### src/rtl/ram_arbiter.sv
// ram_arbiter: two-master arbiter in front of a single-port synchronous RAM.
//
// Grants are combinational, so a lone requester's access executes in the same
// cycle it asks. When both masters request, the one not granted most recently
// wins. The exception is a lock: a lock from the previous owner lets it keep
// the RAM for up to MAXLOCK further consecutive grants.
//
// Ports
//   clk, rst              clock; asynchronous active-low reset
//   mX_req/we/lock        master X request, write (1) / read (0), keep-ownership hint
//   mX_addr/wdata         master X word address and write data
//   mX_gnt                master X granted this cycle (combinational)
//   mX_rvalid/rdata       read data for master X, one cycle after a granted read
//   ram_we/addr/din       RAM command, taken from the granted master (zero when idle)
//   ram_dout              RAM read data (registered inside the RAM)
module ram_arbiter #(
  parameter int SIZE    = 14,
  parameter int MAXLOCK = 8
) (
  input  logic            clk,
  input  logic            rst,
  input  logic            m0_req,
  input  logic            m0_we,
  input  logic            m0_lock,
  input  logic [SIZE-1:0] m0_addr,
  input  logic [31:0]     m0_wdata,
  input  logic            m1_req,
  input  logic            m1_we,
  input  logic            m1_lock,
  input  logic [SIZE-1:0] m1_addr,
  input  logic [31:0]     m1_wdata,
  output logic            m0_gnt,
  output logic            m0_rvalid,
  output logic [31:0]     m0_rdata,
  output logic            m1_gnt,
  output logic            m1_rvalid,
  output logic [31:0]     m1_rdata,
  output logic            ram_we,
  output logic [SIZE-1:0] ram_addr,
  output logic [31:0]     ram_din,
  input  logic [31:0]     ram_dout
);

  localparam logic [3:0] MAXLOCK_C = 4'(MAXLOCK);

  // last_q: 1 = master 1 was granted most recently.
  // lock_q: the most recent grant went to a master that had its lock raised.
  logic       last_q, last_d;
  logic       lock_q, lock_d;
  logic [3:0] cnt_q,  cnt_d;
  logic       rv0_q,  rv0_d;
  logic       rv1_q,  rv1_d;
  logic       gnt0,   gnt1;

  // Grant decision. Holding rst low blocks every grant, and ram_we with it.
  always_comb begin
    gnt0 = 1'b0;
    gnt1 = 1'b0;
    if (rst) begin
      if (m0_req && !m1_req) begin
        gnt0 = 1'b1;
      end else if (m1_req && !m0_req) begin
        gnt1 = 1'b1;
      end else if (m0_req && m1_req) begin
        if (lock_q && (cnt_q < MAXLOCK_C)) begin
          // The locked owner keeps the RAM.
          gnt0 = ~last_q;
          gnt1 = last_q;
        end else begin
          // Round-robin tie, or the lock budget is spent: the other master wins.
          gnt0 = last_q;
          gnt1 = ~last_q;
        end
      end
    end
  end

  always_comb begin
    last_d = last_q;
    lock_d = 1'b0;
    cnt_d  = 4'd0;
    if (gnt0 || gnt1) begin
      last_d = gnt1;
      lock_d = gnt1 ? m1_lock : m0_lock;
      // A grant counts as locked only if the same owner is granted again while
      // its lock is held. A change of owner leaves the count at its cleared default.
      if ((gnt1 == last_q) && lock_q) begin
        cnt_d = (cnt_q == MAXLOCK_C) ? cnt_q : cnt_q + 4'd1;
      end
    end
    rv0_d = gnt0 & ~m0_we;
    rv1_d = gnt1 & ~m1_we;
  end

  always_ff @(posedge clk or negedge rst) begin
    if (!rst) begin
      last_q <= 1'b1;
      lock_q <= 1'b0;
      cnt_q  <= 4'd0;
      rv0_q  <= 1'b0;
      rv1_q  <= 1'b0;
    end else begin
      last_q <= last_d;
      lock_q <= lock_d;
      cnt_q  <= cnt_d;
      rv0_q  <= rv0_d;
      rv1_q  <= rv1_d;
    end
  end

  always_comb begin
    ram_we   = 1'b0;
    ram_addr = '0;
    ram_din  = '0;
    if (gnt0) begin
      ram_we   = m0_we;
      ram_addr = m0_addr;
      ram_din  = m0_wdata;
    end else if (gnt1) begin
      ram_we   = m1_we;
      ram_addr = m1_addr;
      ram_din  = m1_wdata;
    end
  end

  assign m0_gnt    = gnt0;
  assign m1_gnt    = gnt1;
  assign m0_rvalid = rv0_q;
  assign m1_rvalid = rv1_q;
  assign m0_rdata  = ram_dout;
  assign m1_rdata  = ram_dout;

endmodule

### config.mk
export PLATFORM = sky130hd
export DESIGN_NAME = ram_arbiter
export DESIGN_NICKNAME = d
export VERILOG_FILES = /design/src/rtl/ram_arbiter.sv
export SDC_FILE = /design/constraint.sdc
export NUM_CORES = 1
export LEC_CHECK = 0
export CELL_PAD_IN_SITES_DETAIL_PLACEMENT = 1
export CELL_PAD_IN_SITES_GLOBAL_PLACEMENT = 2
export CORE_AREA = 2 2 123 125
export DETAILED_ROUTE_END_ITERATION = 7
export DIE_AREA = 0 0 125 127
export GPL_TIMING_DRIVEN = 1
export PLACE_DENSITY_LB_ADDON = 0.1
export SYNTH_ARGS = -nofsm -noshare
export SYNTH_HDL_FRONTEND = slang
export SYNTH_SLANG_ARGS = --single-unit
### constraint.sdc
create_clock -name clk -period 1.74 [get_ports clk]
set_input_delay 0.174 -clock clk [delete_from_list [all_inputs] [get_ports clk]]
set_output_delay 0.174 -clock clk [all_outputs]
set_load 0.02 [all_outputs]
==> results by group, run 1 <==
Logic synthesis
  • Mapped Area: 0.00144 sq mm
  • Register area share after synthesis: 0.140
  • Post-synth EDFFs: 0
  • Yosys cell types: 29
  • Syn nets: 297
  • FF+latch count, synth: 8
  • Area leader, netlist: buf_4
  • Top_reg_cell synth: dfrtp_1
  • Syn. warnings: 0
  • Synth top area share: 0.339
  • Synth Instances: 163
  • Top cells by area, synth: buf_4 34%, a22o_1 29%, dfrtp_1 12%, buf_6 3.9%, dfstp_2 1.8%
  • Synth async-reset ratio: 1.00
  • Avg Cell Area, Syn: 8.83 sq um

Setup path
  • Worst setup EP type: output pin
  • Crit Path Class: reg2out
  • CP Max Fanout: 5
  • Data arrival, critical path: 1.96 ns
  • Critical Path RT: around 1.6 ns
  • Crit start category: flip-flop

Power and ir drop
  • PwrDens: between 500 and 600 mW/mm^2
  • Clock network fraction of total power: 0.235
  • Sequential Power Share: 0.129
  • Sw Ratio: 0.323
  • Total power: 1.71 mW
  • Worst VDD drop: around 0.37 mV
  • Switch Pwr: 0.550 mW
  • Cell internal pwr: 1.16 mW
  • Logic pwr share: 0.636
  • Leakage: 1.29 nW

STA
  • Layout Skew: 0.00156 ns
  • Worst Slack Setup Final: -0.397 ns
  • Final Cycle Share: 1.23
  • Slew @ Worst Pin: around 0.31 ns
  • # setup viols final: 49
  • RSZ-0062 raised after global routing: yes
  • Minimum clock period: between 2 and 2.5 ns
  • Fin. Hold Viols: 0
  • Fin. max-slew vios: 0
  • Worst slew margin: 0.793
  • Max Clk Rate: 468 MHz

Placed design
  • RD Place Congestion: 0.758
  • Port bufs: 150
  • Detailed Place HPWL: about 6200 um
  • Placed Cells: 434

Layout
  • Synth-to-layout area growth: 117%
  • Register area: 201 sq um
  • Post-route non-filler standard cell count: 451
  • Fillers: about 1600
  • Post-layout nets: approximately 400
  • Share of cells above drive strength 1: 0.315
  • Ant. Diodes: 0
  • Area of the multi-input gates: 678 sq um

Die
  • Die Span Y: around 130 um
  • Initial Util: 0.0998
  • Die Area: 0.0159 sq mm
  • Core area: roughly 0.014 sq mm
  • Die X: roughly 130 um
  • Top-Level Pins: 247
  • Rows: 44

Clock tree
  • CTS root buf: clkbuf_16
  • TritonCTS buffer count: 3
  • Clk_lat worst skew: 0.23 ns
  • Clk slew on worst S/H paths: ~0.040 ns
  • CTS tree: built
  • Clk sinks: 8
  • Post-CTS Hold Buffers: 0
  • Clock Path Buffers: 2
  • H-tree Lvls: 1

Run
  • Max cap viols: 0

Global routing
  • Grt ovf: 0
  • Maximum number of pins on one net before global-route repair: 21
  • Antenna violations before repair: 0
  • First-pass GRT wire length: 11700 um
  • Global Route Usage Sum: 0.0969
  • Vias in the first global route: 1811

Drt
  • DR vias: around 1700
  • Drt total wl: 8300 um
  • DRC Markers: 0
  • Starting DRC count in detailed routing: 31
  • Vias/cell: 3.67
  • Post-route ant nets: 0
  • DR WL/cell: 18.4 um
  • Drt pass-1 iters: 3

Outcome
  • Failing checks: negative setup slack
  • Outcome: finished with violations

Worst hold path
  • Worst hold path type: in2out
## critical path: stages, from the launching register on
cell       delay, ns
dfstp_2         0.56
and2b_2         0.25
a211oi_4        0.20
buf_6           0.14
buf_12          0.14
clkbuf_16       0.16
a22o_1          0.16
buf_6           0.12
## metrics by stage
| step | TNS (ns) | hold WS [ns] | utilization | worst slack (ns) | instance area, sq um |
|---|---|---|---|---|---|
| final | -16.35 | 0.348 | 0.216 | -0.397 | 3120 |
| after global routing | -19.58 | 0.348 | 0.216 | -0.452 | 3120 |
| after CTS | -19.48 | 0.348 | 0.208 | -0.486 | 3000 |
| after detailed placement | -34.62 | 0.348 | 0.188 | -0.749 | 2720 |
| after global placement | -34.29 | 0.348 | 0.188 | -0.750 | 2720 |
| after floorplan | 0 | -0.122 | - | 0.0160 | 1440 |
## synth_stat cells (2+ instances only)
cell / number
nand3_1: 2
dfrtp_1: 7
nand3b_1: 2
nand2_1: 3
nor2_1: 3
and2b_1: 2
buf_2: 4
buf_6: 5
ha_1: 2
a22o_1: 48
inv_1: 3
buf_4: 65
## logic make-up after synthesis
| group | Yosys count | synth area share |
|---|---|---|
| compound gates | 53 | 0.330 |
| buf+inv | 77 | 0.400 |
| flops | 8 | 0.140 |
| simple gates | 19 | 0.0852 |
| xor+xnor | 2 | 0.0122 |
| fa+ha+maj | 2 | 0.0174 |
| mux | 2 | 0.0148 |
## worst paths after layout
path	slack, ns	start	end	cells after the start
worst max-delay path	-0.40	last_q$_DFFE_PN1P_	ram_din[13]	7
worst min-delay path	0.35	ram_dout[14]	m0_rdata[14]	0
worst max register to register	0.04	last_q$_DFFE_PN1P_	lock_q$_DFF_PN0_	7
worst min register to register	0.58	cnt_q[2]$_DFFE_PN0P_	cnt_q[2]$_DFFE_PN0P_	2
max in group asynchronous	1.15	rst	last_q$_DFFE_PN1P_	2
min in group asynchronous	0.37	rst	lock_q$_DFF_PN0_	2
## cell type report
cell class	count	share of cell area
Multi-Input combinational cell	78	0.217
Inverter	3	0.00361
Sequential cell	8	0.0646
Tap cell	184	0.0738
Clock buffer	4	0.0253
Timing Repair Buffer	174	0.615
## state kept, by name (all words and copies together), names as in the netlist
signal,count
lock_q,1
last_q,1
m0_rvalid,1
m1_rvalid,1
cnt_q,4
## power by group through the flow
stage | Clock [mW] | Sequential (mW) | Combinational (mW)
after floorplan | 0 | 0.222 | 0.593
after global placement | 0 | 0.224 | 0.933
after detailed placement | 0 | 0.222 | 0.925
after CTS | 0.409 | 0.220 | 1.06
after global routing | 0.424 | 0.222 | 1.15
final | 0.400 | 0.220 | 1.09
## what timing repair did
item | CTS | global route
setup endpoints to repair | 49 | 50
resized for setup | 291 | 16
pin swaps | 2 | 23
buffers inserted | 5 | 3
cloned | 4 | 2
## routing by layer
metal	vias to the layer above	share of wire	global-route usage
met5	-	0	0
met4	0	0.023	0.0320
met3	33	0.11	0.0381
met2	124	0.45	0.156
met1	755	0.42	0.119
li1	741	-	-
## layout by cell type, fill, tap and decap left out, types with 2 or more instances in the layout
cell	Yosys	final
ha_1	2	2
nand3_1	2	2
nor2_1	3	3
buf_6	5	53
buf_12	0	4
buf_4	65	9
a22o_1	48	48
nand3b_1	2	2
buf_8	0	2
clkbuf_16	0	5
buf_16	0	3
dfrtp_1	7	7
inv_1	3	3
clkdlybuf4s50_1	0	101
nand2_1	3	3
a211oi_4	1	2
Note: power is estimated with default switching activity, not from simulation.
==> run 2, diff against run 1 <==
--- a/config.mk
+++ b/config.mk
@@ -12,6 +12,7 @@
 export DIE_AREA = 0 0 125 127
 export GPL_TIMING_DRIVEN = 1
 export PLACE_DENSITY_LB_ADDON = 0.1
+export RECOVER_POWER = 25
 export SYNTH_ARGS = -nofsm -noshare
 export SYNTH_HDL_FRONTEND = slang
 export SYNTH_SLANG_ARGS = --single-unit
==> results of run 2 <==
No change in the layout: final DEF, timing and power equal those of run 1.
==> run 3, diff against run 2 <==
--- a/config.mk
+++ b/config.mk
@@ -10,6 +10,7 @@
 export CORE_AREA = 2 2 123 125
 export DETAILED_ROUTE_END_ITERATION = 7
 export DIE_AREA = 0 0 125 127
+export GPL_ROUTABILITY_DRIVEN = 0
 export GPL_TIMING_DRIVEN = 1
 export PLACE_DENSITY_LB_ADDON = 0.1
 export RECOVER_POWER = 25
==> results of run 3 <==
No change in the layout: final DEF, timing and power equal those of run 1.
